===== src/rtl/uart_alu_ctrl.sv =====
// Frame sequencer between a UART RX/TX pair and a combinational ALU.
// Collects operand A, operand B and opcode bytes, then returns the ALU result through TX.
`timescale 1ns/1ps
module uart_alu_ctrl #(
    parameter int NBIT_DATA      = 8,
    parameter int NBIT_OP        = 6,
    parameter int TIMEOUT_CYCLES = 5000000
) (
    input  logic                 CLK,
    input  logic                 reset,
    input  logic                 rx_done_tick,
    input  logic [NBIT_DATA-1:0] rx_data,
    input  logic                 tx_done_tick,
    input  logic [NBIT_DATA-1:0] alu_result,
    output logic [NBIT_DATA-1:0] alu_a,
    output logic [NBIT_DATA-1:0] alu_b,
    output logic [NBIT_OP-1:0]   alu_op,
    output logic [NBIT_DATA-1:0] tx_data,
    output logic                 tx_start,
    output logic                 busy,
    output logic                 timeout,
    output logic [2:0]           dbg_state
);

    // Handshake: rx_done_tick/tx_done_tick are single-cycle strobes with no back-pressure;
    // a strobe is consumed only in the state that waits for it and silently dropped elsewhere.
    typedef enum logic [2:0] {
        WAIT_A  = 3'd0,
        WAIT_B  = 3'd1,
        WAIT_OP = 3'd2,
        SEND    = 3'd3,
        WAIT_TX = 3'd4
    } state_t;

    localparam bit TIMEOUT_EN = (TIMEOUT_CYCLES > 0);
    localparam int CNT_W      = TIMEOUT_EN ? $clog2(TIMEOUT_CYCLES + 1) : 1;
    localparam logic [CNT_W-1:0] CNT_MAX = CNT_W'(TIMEOUT_EN ? TIMEOUT_CYCLES - 1 : 0);

    state_t               state, state_n;
    logic [CNT_W-1:0]     cnt, cnt_n;
    logic [NBIT_DATA-1:0] alu_a_n, alu_b_n, tx_data_n;
    logic [NBIT_OP-1:0]   alu_op_n;
    logic                 tx_start_n, timeout_n;

    always_ff @(posedge CLK or negedge reset) begin
        if (!reset) begin
            state    <= WAIT_A;
            cnt      <= '0;
            alu_a    <= '0;
            alu_b    <= '0;
            alu_op   <= '0;
            tx_data  <= '0;
            tx_start <= 1'b0;
            timeout  <= 1'b0;
        end else begin
            state    <= state_n;
            cnt      <= cnt_n;
            alu_a    <= alu_a_n;
            alu_b    <= alu_b_n;
            alu_op   <= alu_op_n;
            tx_data  <= tx_data_n;
            tx_start <= tx_start_n;
            timeout  <= timeout_n;
        end
    end

    // A byte arriving on the expiry cycle wins over the timeout.
    always_comb begin
        state_n    = state;
        cnt_n      = '0;
        alu_a_n    = alu_a;
        alu_b_n    = alu_b;
        alu_op_n   = alu_op;
        tx_data_n  = tx_data;
        tx_start_n = 1'b0;
        timeout_n  = 1'b0;
        case (state)
            WAIT_A: begin
                if (rx_done_tick) begin
                    alu_a_n = rx_data;
                    state_n = WAIT_B;
                end
            end
            WAIT_B, WAIT_OP: begin
                if (rx_done_tick) begin
                    if (state == WAIT_B) begin
                        alu_b_n = rx_data;
                        state_n = WAIT_OP;
                    end else begin
                        alu_op_n = rx_data[NBIT_OP-1:0];
                        state_n  = SEND;
                    end
                end else if (TIMEOUT_EN && cnt == CNT_MAX) begin
                    state_n   = WAIT_A;
                    timeout_n = 1'b1;
                end else if (TIMEOUT_EN) begin
                    cnt_n = cnt + CNT_W'(1);
                end
            end
            SEND: begin
                // One settling cycle so alu_result reflects the freshly registered opcode.
                tx_data_n  = alu_result;
                tx_start_n = 1'b1;
                state_n    = WAIT_TX;
            end
            WAIT_TX: begin
                if (tx_done_tick) state_n = WAIT_A;
            end
            default: state_n = WAIT_A;
        endcase
    end

    assign busy      = (state != WAIT_A);
    assign dbg_state = state;

endmodule


===== config.mk =====
export PLATFORM = sky130hd
export DESIGN_NAME = uart_alu_ctrl
export DESIGN_NICKNAME = d
export VERILOG_FILES = /design/src/rtl/uart_alu_ctrl.sv
export SDC_FILE = /design/constraint.sdc
export NUM_CORES = 1
export LEC_CHECK = 0
export CORE_ASPECT_RATIO = 1.4
export CORE_UTILIZATION = 45
export DETAILED_ROUTE_END_ITERATION = 7
export PLACE_DENSITY = 0.75
export SETUP_SLACK_MARGIN = 0.2
export SYNTH_ARGS = -nofsm -noshare
export SYNTH_HDL_FRONTEND = slang
export SYNTH_SLANG_ARGS = --single-unit

===== constraint.sdc =====
create_clock -name CLK -period 1.8 [get_ports CLK]
set_input_delay 0.45 -clock CLK [delete_from_list [all_inputs] [get_ports CLK]]
set_output_delay 0.45 -clock CLK [all_outputs]
set_load 0.005 [all_outputs]

## Yosys cells after proc, flatten, opt, wreduce, memory -nomap -nowiden

Cells that the tools add are included.

| word-level totals | value |
|---|---|
| logic and storage cells | 38 |
| register bits | 58 |
| input port bits | 20 |
| output and inout bits | 36 |

| cells by class | value |
|---|---|
| eq/ne operators | 8 |
| reduce and logical (&&, ||, !) cells | 7 |
| add/sub/neg operators | 1 |
| muxes and demuxes | 13 |
| bitwise gates (word level) | 1 |

Operators by type and width:

| kind | count |
|---|---|
| two-way mux 23 bit | 3 |
| adder 23 x 1 -> 23 bit, second input constant | 1 |
| equality test 23 bit, second input constant | 1 |
| two-way mux 3 bit | 4 |
| case mux 3 bit (4 select lines) | 1 |
| AND reduction 3 bit | 3 |
| equality test 3 x 2 -> 1 bit, second input constant | 2 |
| two-way mux 1 bit | 5 |
| != test 2 bit, second input constant | 2 |
| equality test 3 x 1 -> 1 bit, second input constant | 1 |
| equality test 3 bit, second input constant | 1 |
| logical NOT 3 bit | 1 |
| != test 3 bit, second input constant | 1 |
| nonzero test 3 bit | 1 |
| AND reduction 2 bit | 1 |
| OR reduction 2 bit | 1 |
| NOT 1 bit | 1 |

## Logic depth before layout (Yosys ltp)

| logic depth | value |
|---|---|
| depth after elaboration | 4 |
| depth in mapped cells | 7 |
| depth with buffers taken out | 5 |

## Worst setup path before layout

Ideal clock, no wire load.

| timing | value |
|---|---|
| kind | register to register |
| start | register cnt[15] |
| end | register cnt[19] |
| buffers on the path | 1 |
| cell stages (with the launch flop) | 6 |
| required time | 1.670 ns |
| arrival time | 1.639 ns |
| path slack | 0.032 ns |
| path through | dfrtp_1 or4_1 or3_4 o21ai_4 buf_6 a21oi_1 |

| on the way | value |
|---|---|
| longest elaborated chain between the ends | 4 |
| elaborated cells on any way between the ends | 5 |
| classes of those cells | add/sub: 1; eq/ne: 1; mux: 3 |

Ends and longest elaborated chain:

| what | line | text |
|---|---|---|
| from (decl) | 40 | `logic [CNT_W-1:0] cnt, cnt_n;` |
| from (signal assigned) | 57 | `cnt <= cnt_n;` |
| adder 23 x 1 -> 23 bit / equality test 23 bit (equally long branches) | 97, 93 |  |
| two-way mux 23 bit (*) | 93 | `end else if (TIMEOUT_EN && cnt == CNT_MAX) begin` |
| two-way mux 23 bit (*) | 85 | `if (rx_done_tick) begin` |
| two-way mux 23 bit (*) | 77 | `case (state)` |
| via cnt_n[19] | 40 |  |

Mark *: on every way through the listed nets, which the timed path passes. The rest lies on a longest branch.
A chain may end at the register's enable or synchronous reset.

## Worst setup path after layout

| timing | value |
|---|---|
| start | register cnt[17] |
| end | register cnt[19] |

Same word-level chain as after synthesis.

==> results.toml <==
[die]
core_region_um2 = 5490
die_height_um = 91.0
std_cell_rows = 32
fp.dieArea_um2 = 5960
fp.dieW_um = 65.5
ioPinCount = 56
starting_density_of_the_core = 0.464

[clock_tree]
cts.sink_count = 58
clock_latency_ps = 330
htreeDepth = 3
tritoncts_clock_tree = "built"
path_clk_slew_ps = 60
ctsRootBufferMaster = "clkbuf_8"
holdBufCountCts = 0
clk_path_buf_depth = 2
cts_inserted_buffers = 9

[timing]
post-route-period-util = 0.973
final.setup_skew_ps = 9.35
worstMarginPinSlew_ps = 401
clock.fmax_mhz = 571
timing.hold.ws_ps = 44.9
grt_setup_unrepaired = "yes"
timing.slew.headroom = 0.733
period_minus_slack_ps = 1750
report.final.slew_viol_count = 0
hold_viol_final = 0
tns_ps = 0
final-setup-viol-count = 0

[synth]
ys_ff_latch = 58
synth.net_count = 242
synth_top_area_cell = "dfrtp_1"
synth-main-ff-cell = "dfrtp_1"
number_of_instances_in_the_synthesized_netlist = 221
netlist_top_cells_count = "dfrtp_1, nand2_1, mux2_2"
ys_types = 33
yosys.cell_count.top_type = "dfrtp_1"
synth.cell_area_um2 = 2540
synth_edf_count = 0
synth_area_per_cell_um2 = 11.5
synth_largest_type_area_fraction = 0.571
yosysWarningCount = 0
ys_async_sr_fraction = 1.00
synth_top_cells_by_area = "dfrtp_1, mux2_2, nand2_1"
seq_area_frac_synth = 0.571

[finish]
final_layout_size_suffix_gt1_frac = 0.264
nNetsFinal = 332
insertedDiodeCount = 0
finish.utilization = 0.655
instances_no_fill = 382
num-fill-cells = 420
areaGrowthSynthToFinish_pct = 41.3
fin_area_um2 = 3590

[global_routing]
number_of_global_route_vias_before_repair = 1895
grt_start_max_net_pins = 43
grt-ovfl-total = 0
grt_antenna_before_repair = 0
grt.total_usage = 0.207
grt_pass1_wl_um = 9090

[detailed_routing]
first_pass_iters = 4
routedWlPerCell_um = 14.8
total_number_of_vias = 2000
detailedRoute.firstIterationViolations = 90
routed_wl_um = 5640
vias_per_cell = 5.24
ant_nets = 0
drc = 0

[critical_path]
timing.critical_path.from_type = "flip-flop"
crit_arrival_ps = 1950
worstRegToRegCells = 5
timing.critical_path.slowest_stage_cell = "or4_1"
end_kind = "flip-flop"
cp_max_fo = 23
cpPeakStageDelay_ps = 510
path_class = "flip-flop to flip-flop"
timing.rr.start = "cnt[17]"
worst_ep_required_ps = 2000
register_to_register_setup_slack_ps = 50
timing.rr.end = "cnt[19]"
timing.critical_path.cells = "or4_1 > or3_4 > o21ai_4 > buf_12 > a21oi_1"

[place]
numPlacedInstances = 356
dpl_cell_area_um2 = 3300
routability_congestion = 0.791
place.detailed.hpwl_um = 3800
place.port_buffers = 55

[min_path]
holdCritPathClass = "input port to async pin"

[power_and_ir_drop]
peakVddDrop_uv = 675
power.leakage_uw = 0.00168
p_per_area_nw_per_um2 = 1370

[outcome]
run_status = "completed"

[run]
max_cap_violations = 0
## worst max-delay path by stage
stage | start | end | cells past startpoint
after global routing | cnt[17] | cnt[21] | 5
after floorplan | cnt[15] | cnt[19] | 5
after detailed placement | rx_done_tick | alu_b[5] | 5
after CTS | cnt[17] | cnt[19] | 5
after global placement | rx_done_tick | alu_b[0] | 5
final | cnt[17] | cnt[19] | 5
## report_power, final
part | total [µW] | switching, µW | internal, µW
clock network | 981 | 471 | 510
registers | 1910 | 199 | 1710
logic | 2020 | 806 | 1220
total | 4910 | 1480 | 3440
## state kept, by name, indices dropped and copies added (netlist names)
name,cells
alu_a,8
tx_start,1
cnt,23
timeout,1
alu_b,8
alu_op,6
dbg_state,3
tx_data,8
## layer usage
layer / track usage / wire length [µm] / vias to the layer above
met5: 0 / 0 / -
met2: 0.338 / 3000 / 54
li1: - / - / 962
met3: 0.0666 / 235 / 9
met4: 0.0833 / 104 / 0
met1: 0.247 / 2300 / 975
## what timing repair did
action | CTS | global route
pin swaps | 1 | 3
setup endpoints to repair | 70 | 36
gates resized for setup | 54 | 8
setup buffers | 8 | 4
hold endpoints to repair | 0 | 0
## kinds of logic after synthesis
| group | Yosys count | share of synthesized area |
|---|---|---|
| AO/OA/AOI/OAI | 17 | 0.0448 |
| XOR/XNOR | 15 | 0.0516 |
| adder cells (fa/ha/maj) | 1 | 0.00492 |
| buffers and inverters | 11 | 0.0226 |
| flip-flops | 58 | 0.571 |
| multiplexers | 22 | 0.0974 |
| AND/OR/NAND/NOR | 97 | 0.208 |
## through the flow
stage	worst slack [ps]	power [µW]
after CTS	40.2	4880
after floorplan	57.4	2730
final	49.4	4910
after global placement	-80.9	3830
after global routing	-33.3	5230
after detailed placement	-132	3910
## layout by cell type, fill, tap and decap left out, types with 5 or more instances in the layout
cell type | netlist | layout
dlygate4sd2_1 | 0 | 34
nand4_1 | 10 | 10
clkdlybuf4s50_1 | 0 | 17
nor2_1 | 18 | 17
dfrtp_1 | 58 | 58
mux2_2 | 22 | 14
mux2_4 | 0 | 8
buf_6 | 2 | 5
xor2_1 | 13 | 13
or4_1 | 5 | 5
a21oi_1 | 7 | 7
clkbuf_8 | 0 | 10
nand2_1 | 31 | 31
buf_4 | 0 | 25
nand3_1 | 6 | 6
## worst max-delay path: cells and delay by family (launching register included)
family / cells / cell delay [ps]
buffers and inverters: 1 / 180
AND/OR/NAND/NOR: 2 / 870
flip-flops: 1 / 370
AO/OA/AOI/OAI: 2 / 200
## cell type report
| type | instances | area, µm² | area share |
|---|---|---|---|
| flip-flops and latches | 58 | 1450 | 0.404 |
| clock buffers | 10 | 138 | 0.0383 |
| multi-input cells | 152 | 1100 | 0.307 |
| well taps | 68 | 85.1 | 0.0237 |
| repair buffers | 87 | 785 | 0.218 |
| inverters | 3 | 11.3 | 0.00313 |
| clock inverters | 4 | 20.0 | 0.00557 |
(Power assumes the default switching activity.)
